[src/rtl/mux4reg_rr_arbiter.sv]
// Round-robin arbiter/sequencer for a registered 4:1 mux with per-owner burst locking.
// Latency: word granted in cycle N is on out with out_valid=1 in cycle N+1; one word/cycle.
// Backpressure: while out_valid=1 and sink_ready=0 no grants issue and all state holds.
module mux4reg_rr_arbiter #(
  parameter int bits      = 3,
  parameter int MAX_BURST = 4
) (
  input  logic            clock,
  input  logic            reset,
  input  logic [3:0]      req,
  input  logic [3:0]      lock,
  input  logic [bits-1:0] A,
  input  logic [bits-1:0] B,
  input  logic [bits-1:0] C,
  input  logic [bits-1:0] D,
  input  logic            sink_ready,
  output logic [3:0]      gnt,
  output logic [bits-1:0] out,
  output logic            out_valid,
  output logic [1:0]      out_src
);

  // Burst counter needs at least one bit even when locking is disabled.
  localparam int CW = (MAX_BURST > 1) ? $clog2(MAX_BURST) : 1;

  typedef enum logic [1:0] {
    IDLE   = 2'd0,
    STREAM = 2'd1,
    BURST  = 2'd2
  } state_t;

  state_t          state;
  logic [1:0]      ptr;
  logic [CW-1:0]   burst_cnt;

  logic            ld;
  logic            win_vld;
  logic [1:0]      win_idx;
  logic [bits-1:0] sel_dat;
  logic [CW-1:0]   base_cnt;
  logic            keep_lock;

  // Output register may be refilled when empty or being consumed this cycle.
  assign ld = !out_valid || sink_ready;

  // Rotating priority search: scan downward so the nearest set bit at/after ptr wins.
  always_comb begin
    win_idx = ptr;
    for (int i = 3; i >= 0; i--) begin
      if (req[ptr + 2'(i)]) begin
        win_idx = ptr + 2'(i);
      end
    end
  end

  // Grant only exists when a load slot is open; held at zero while in reset.
  assign win_vld = reset && ld && (|req);
  assign gnt     = win_vld ? (4'b0001 << win_idx) : 4'b0000;

  // Datapath select: 00=A, 01=B, 10=C, 11=D.
  always_comb begin
    sel_dat = A;
    case (win_idx)
      2'd0: sel_dat = A;
      2'd1: sel_dat = B;
      2'd2: sel_dat = C;
      2'd3: sel_dat = D;
      default: sel_dat = A;
    endcase
  end

  // A burst continues only for the owner already holding the pointer; anyone else starts fresh.
  always_comb begin
    base_cnt  = '0;
    if ((state == BURST) && (win_idx == ptr)) begin
      base_cnt = burst_cnt;
    end
    keep_lock = lock[win_idx] && (int'(base_cnt) < (MAX_BURST - 1));
  end

  // Sequencer: output register, source tag, pointer, burst count and state.
  always_ff @(posedge clock or negedge reset) begin
    if (!reset) begin
      state     <= IDLE;
      ptr       <= 2'd0;
      burst_cnt <= '0;
      out       <= '0;
      out_valid <= 1'b0;
      out_src   <= 2'd0;
    end else if (ld) begin
      if (|req) begin
        out       <= sel_dat;
        out_src   <= win_idx;
        out_valid <= 1'b1;
        if (keep_lock) begin
          ptr       <= win_idx;
          burst_cnt <= base_cnt + 1'b1;
          state     <= BURST;
        end else begin
          ptr       <= win_idx + 2'd1;
          burst_cnt <= '0;
          state     <= STREAM;
        end
      end else begin
        // Nothing to send: drain and go idle; pointer keeps its position.
        out_valid <= 1'b0;
        burst_cnt <= '0;
        state     <= IDLE;
      end
    end
  end

endmodule

[config.mk]
export PLATFORM = sky130hd
export DESIGN_NAME = mux4reg_rr_arbiter
export DESIGN_NICKNAME = d
export VERILOG_FILES = /design/src/rtl/mux4reg_rr_arbiter.sv
export SDC_FILE = /design/constraint.sdc
export NUM_CORES = 1
export LEC_CHECK = 0
export CELL_PAD_IN_SITES_DETAIL_PLACEMENT = 0
export CELL_PAD_IN_SITES_GLOBAL_PLACEMENT = 1
export CORE_AREA = 2 2 60 62
export CTS_BUF_LIST = sky130_fd_sc_hd__clkbuf_2
export DETAILED_ROUTE_END_ITERATION = 12
export DIE_AREA = 0 0 62 64
export PLACE_DENSITY = 0.79
export REMOVE_ABC_BUFFERS = 1
export SLEW_MARGIN = 0
export SYNTH_ARGS = -nofsm -noshare
export SYNTH_HDL_FRONTEND = slang
export SYNTH_SLANG_ARGS = --single-unit
export TNS_END_PERCENT = 10
[constraint.sdc]
create_clock -name clock -period 5.55 [get_ports clock]
set_input_delay 0.555 -clock clock [delete_from_list [all_inputs] [get_ports clock]]
set_output_delay 0.555 -clock clock [all_outputs]
set_load 0.005 [all_outputs]
==> results of run 1 <==
worst register-to-register path, delay by kind of cell, from the launching register on:
| kind | cells | cell delay, ps |
|---|---|---|
| simple gates | 2 | 420 |
| compound gates | 5 | 1010 |
| flops | 1 | 510 |
| buf+inv | 1 | 90 |
| fa+ha+maj | 1 | 260 |
where the power goes:
| part | internal, mW | switching, mW | leakage, nW | total, mW |
|---|---|---|---|---|
| clock network | 0.0157 | 0.0284 | 0.0140 | 0.0440 |
| registers | 0.121 | 0.0278 | 0.146 | 0.149 |
| logic | 0.134 | 0.119 | 0.377 | 0.253 |
| total | 0.271 | 0.175 | 0.536 | 0.445 |
cell families (layout without fill, tap and decap cells):
kind of cell / after synthesis / after routing / share of synthesized area (%)
adders and majority gates: 6 / 6 / 8.39
DFF: 12 / 12 / 33.6
muxes: 2 / 2 / 4.20
AOI/OAI and AO/OA: 33 / 33 / 26.0
and+or+nand+nor: 38 / 38 / 23.6
buffers and inverters: 7 / 40 / 4.20
stage by stage:
step / hold WS [ps] / setup WS (ps) / cells
floorplan: 259 / 3250 / 95
global placement: 461 / 2100 / 173
detailed placement: 467 / 2040 / 173
CTS: 496 / 2050 / 177
global route: 522 / 1890 / 177
finish: 486 / 2040 / 177
flip-flops by register name, summed over array words and instances, names as in the netlist:
name and count:
state 2, out_src 2, out 3, burst_cnt 2, out_valid 1, ptr 2
layer usage:
layer | vias to the layer above | global-route usage, %
met3 | 4 | 1.82
met5 | - | 0
li1 | 431 | -
met2 | 36 | 18.1
met1 | 425 | 15.5
met4 | 0 | 3.99
Yosys cell counts (2+ instances only):
master	number
dfrtp_1	12
nor2_1	9
o21ai_0	9
a21oi_1	7
ha_1	6
nand2_1	6
and3_1	4
nor2b_1	4
a222oi_1	3
and2_1	3
inv_1	3
a21oi_2	2
a22o_1	2
nand2b_1	2
nor3b_1	2
nor4_1	2
o22ai_1	2
final timing paths:
| check | slack (ps) | to | cells past startpoint | start |
|---|---|---|---|---|
| worst max-delay path | 2040 | gnt[2] | 8 | req[1] |
| worst min-delay path | 490 | out[0]$_DFFE_PN0P_ | 2 | out[0]$_DFFE_PN0P_ |
| worst max register to register | 3150 | out[2]$_DFFE_PN0P_ | 9 | ptr[1]$_DFFE_PN0P_ |
| worst min register to register | 490 | out[0]$_DFFE_PN0P_ | 2 | out[0]$_DFFE_PN0P_ |
| max in group asynchronous | 4430 | out_src[1]$_DFFE_PN0P_ | 1 | reset |
| min in group asynchronous | 690 | state[1]$_DFFE_PN0N_ | 1 | reset |
area by class of cell:
cell class | count | area share, %
clock buffers | 3 | 1.18
repair buffers | 32 | 25.2
well taps | 46 | 4.53
multi-input cells | 79 | 43.8
inverters | 4 | 1.38
clock inverters | 1 | 0.295
flip-flops and latches | 12 | 23.6
==> impl_results.md, run 1 <==
* Buffers & Inverters on Critical Path at 3
* RSZ-0062 raised after global routing: false
* Overall Power at 0.445 mW
* Initial Utilization at 27.2%
* CTS sink count at 12
* Max-Cap Viols at 0
* Commonest non-fill, non-tap cell in the layout: clkdlybuf4s50_1
* Metal-1 WL at 978 um
* First-pass GRT wire length at 3500 um
* Post-CTS resize count at 0
* CP Max Fanout at 8
* Root Driver: clkbuf_2
* Syn-to-layout area delta at 42.1%
* Synth area leaders: dfrtp_1, ha_1, o21ai_0, a21oi_1, nor2_1
* Period utilisation layout at 63.2%
* Max Fclk at 285 MHz
* Most used cell, CP: clkdlybuf4s50_1
* Number of global-route vias before repair at 803
* Max Buffers Root-to-Sink at 2
* Detailed placer's ending HPWL at 1780 um
* Share of layout cells above drive strength 1 at 9.92%
* Arrival @ worst endpoint at 2950 ps
* Final wirelength at 2200 um
* Clock-pin slew on the worst setup and hold paths at 110 ps
* Antenna violations before repair at 0
* Pin count of the biggest net entering global routing at 17
* Highest-count cells in the layout ignoring fill and taps: clkdlybuf4s50_1, dfrtp_1, nor2_1, o21ai_0, a21oi_1
* Slowest stage delay, CP at 610 ps
* Worst setup path class: in2out
* # nets final at 161
* Slowest CP cell: clkdlybuf4s50_1
* Synth Warn # at 0
* Req. time, crit path at 4990 ps
* Critical Path Source Type: input port
* Die span in y at 64 um
* P_leak at 0.536 nW
* WL per Instance at 12.4 um
* Mapped Cells at 98
* Routed Antenna Nets at 0
* Drt first pass iters at 4
* WL met3 at 146 um
* Synth async-reset ratio at 100%
* Top Ports at 33
* Final core occ at 38.7%
* Post-synth EDFFs at 0
* Critical path's top delay family: buffers and inverters
* Share of the synthesized area in the top cell type at 33.6%
* CORE AREA at 0.00328 mm2
* Remaining global-route overflow at 0
* Netlist cell types at 37
* Setup bufs post-CTS at 0
* Rows at 21
* Uppermost layer routed: met4
* Clock skew at 9.23 ps
* Input/output buffers at 32
* Fin. max-slew vios at 0
* Hold_buf cts at 0
* Via count at 896
* Die width at 62 um
* Seq/Total Area, Yosys at 33.6%
* Status: finished, final reports clean
* TritonCTS Buffers at 3
* Critical-path cell list: clkdlybuf4s50_1 > o22ai_1 > a221oi_2 > and2_1 > inv_4 > ha_1 > and3_1 > clkdlybuf4s50_1
* CTS tree: done
* Peak VDD IR at 0.114 mV
* DIE AREA at 0.00397 mm2
* Slew HR at 55.0%
* Final hold violations at 0
* Initial DRC count at 33
* GRT Overall Usage at 11.5%
* Setup TNS at 0 ps
* Synthesized area at 895 um2
* Worst Tran Pin Value at 672 ps
* FF/Latch Area at 300 um2
* Routed vias/inst at 5.06
* Pwr Density at 350 mW/mm2
* WL met2 at 1040 um
* Final setup viols at 0
* Drt drc at 0
* DP Area at 0.00125 mm2
* Register bit total from synthesis at 12
* Design Area, Final at 0.00127 mm2
* Multi-input logic area at 557 um2
* Worst min-delay path category: reg2reg
* Ys flop type: dfrtp_1
* ANT cells at 0
* H-tree levels at 1
* Avg Cell Area, Syn at 9.13 um2
* Routability cong. at 0.821
* Skew-Pair Late Insertion Delay at 260 ps
* Minimum clock period at 3510 ps
* Cell taking the most area after synthesis: dfrtp_1
* Setup crit end kind: output port
* Fill cells at 342
(Power assumes the default switching activity.)
==> run 2, diff against run 1 <==
==> constraint.sdc (replaced) <==
create_clock -name clock -period 3.5 [get_ports clock]
set_input_delay 0.35 -clock clock [delete_from_list [all_inputs] [get_ports clock]]
set_output_delay 0.35 -clock clock [all_outputs]
set_load 0.005 [all_outputs]
==> run 2 against run 1 <==
  * Clock power rose by 63%
  * Hold slack got worse by 120 ps
  * Combinational power rose by 58%
  * Total power rose by 58%
  * Non-clock buffer count rose by 1
  * First-iteration DRC count fell by 9.1%
  * Critical path depth did not move
  * Count of clock-buffer cells in the layout did not move
  * Wire length fell by 1.4%
  * Global-route usage rose by 0.60 points
  * Sequential share of layout area fell by 0.14 points
  * Via count fell by 4.8%
  * Critical endpoint is now gnt[1]
  * Largest power group unchanged
  * Highest routed layer unchanged
==> impl_results.md, run 2 (same netlist as run 1, synthesis figures left out) <==
* First-pass GRT wire length at 3680 um
* Routability cong. at 0.820
* Clock share of power at 10.1%
* Period utilisation layout at 88.2%
* Final hold violations at 0
* Setup slack, reg-to-reg at 1110 ps
* Top Ports at 33
* Final core occ at 38.9%
* P_leak at 0.541 nW
* CORE AREA at 0.00328 mm2
* Switching portion of total power at 39.1%
* P_int at 0.430 mW
* Fill cells at 339
* Final setup viols at 0
* Worst setup path class: in2out
* Peak VDD IR at 0.172 mV
* Slowest CP cell: clkdlybuf4s50_1
* WL per Instance at 12.2 um
* Max FFs per register at 3
* Commonest non-fill, non-tap cell in the layout: clkdlybuf4s50_1
* Highest-count cells in the layout ignoring fill and taps: clkdlybuf4s50_1, dfrtp_1, nor2_1, o21ai_0, a21oi_1
* Slew HR at 53.8%
* Max-Cap Viols at 0
* CTS sink count at 12
* Drt first pass iters at 5
* RSZ-0062 raised after global routing: false
* # nets final at 162
* Critical Path Source Type: input port
* Syn-to-layout area delta at 42.9%
* Status: finished, final reports clean
* Die span in y at 64 um
* Initial DRC count at 30
* Critical path's top delay family: buffers and inverters
* Skew-Pair Late Insertion Delay at 270 ps
* Routed Antenna Nets at 0
* Most used cell, CP: clkdlybuf4s50_1
* Req. time, crit path at 3150 ps
* Setup bufs post-CTS at 0
* Routed vias/inst at 4.79
* Remaining global-route overflow at 0
* CTS tree: done
* Clock skew at 5.64 ps
* Rows at 21
* DIE AREA at 0.00397 mm2
* Input/output buffers at 32
* Arrival @ worst endpoint at 2740 ps
* Reg2reg path depth at 8
* Via count at 853
* Drt drc at 0
* Share of layout cells above drive strength 1 at 10.6%
* Root Driver: clkbuf_2
* Final wirelength at 2170 um
* Worst min-delay path category: in2async
* Slowest stage delay, CP at 620 ps
* Worst Tran Pin Value at 687 ps
* Initial Utilization at 27.2%
* Setup crit end kind: output port
* TritonCTS Buffers at 3
* Reg2reg start: ptr[1]$_DFFE_PN0P_
* Critical-path cell list: clkdlybuf4s50_1 > nor3b_2 > nor4_1 > nor2_1 > inv_1 > ha_1 > and3_1 > clkdlybuf4s50_1
* Switching Power at 0.276 mW
* Number of global-route vias before repair at 833
* GRT Overall Usage at 12.1%
* Minimum clock period at 3090 ps
* Setup TNS at 0 ps
* Clock-pin slew on the worst setup and hold paths at 120 ps
* Pwr Density at 552 mW/mm2
* Top reg by flops: out
* Post-CTS resize count at 0
* Max Fclk at 324 MHz
* Die width at 62 um
* Detailed placer's ending HPWL at 1800 um
* Crit path from: req[1]
* Fin. max-slew vios at 0
* Max Buffers Root-to-Sink at 2
* R2r endpoint: ptr[0]$_DFFE_PN0P_
* Sequential power share at 33.4%
* H-tree levels at 1
* Pin count of the biggest net entering global routing at 17
* ANT cells at 0
* Buffers & Inverters on Critical Path at 3
* CP Max Fanout at 8
* Hold_buf cts at 0
* Antenna violations before repair at 0
* Combinational share of power at 56.5%
[run 2: layout make-up]
class	instances	area (um2)	area share [%]
clock buffer	3	15.0	1.17
clock inverter	1	3.75	0.294
timing repair buffer	33	328	25.6
sequential	12	300	23.5
inverter	4	17.5	1.37
multi-input combinational	79	557	43.5
tap	46	57.6	4.50
[run 2: how the worst max path moves through the flow]
stage / end / slack [ps] / cells after the start
2_1_floorplan: ptr[0]$_DFFE_PN0P_ / 1340 / 8
3_3_place_gp: gnt[1] / 460 / 8
4_1_cts: gnt[2] / 400 / 8
6_report: gnt[1] / 410 / 8
3_5_place_dp: gnt[2] / 410 / 8
5_1_grt: gnt[1] / 220 / 8
[run 2: routing by layer]
metal / track usage (%) / wire length [um] / share of wire [%]
met1: 16.2 / 1010 / 47
met2: 18.9 / 1030 / 47
met3: 1.82 / 97 / 4.5
met4: 4.79 / 33 / 1.5
met5: 0 / 0 / 0
[run 2: metrics by stage]
step           setup slack [ps]  power (mW)  hold slack [ps]  cells  cell area, um2
6_report                    414       0.706              370    178            1280
5_1_grt                     219       0.776              373    178            1280
4_1_cts                     397       0.716              366    178            1280
3_5_place_dp                410       0.642              467    174            1260
3_3_place_gp                461       0.631              462    174            1260
2_1_floorplan              1340       0.486             54.4     95             875
[run 2: power by group through the flow]
stage | Combinational [mW] | Sequential (mW) | Clock, mW
floorplan | 0.255 | 0.231 | 0
global placement | 0.396 | 0.235 | 0
detailed placement | 0.403 | 0.239 | 0
CTS | 0.404 | 0.236 | 0.0751
global route | 0.451 | 0.244 | 0.0810
finish | 0.399 | 0.236 | 0.0716
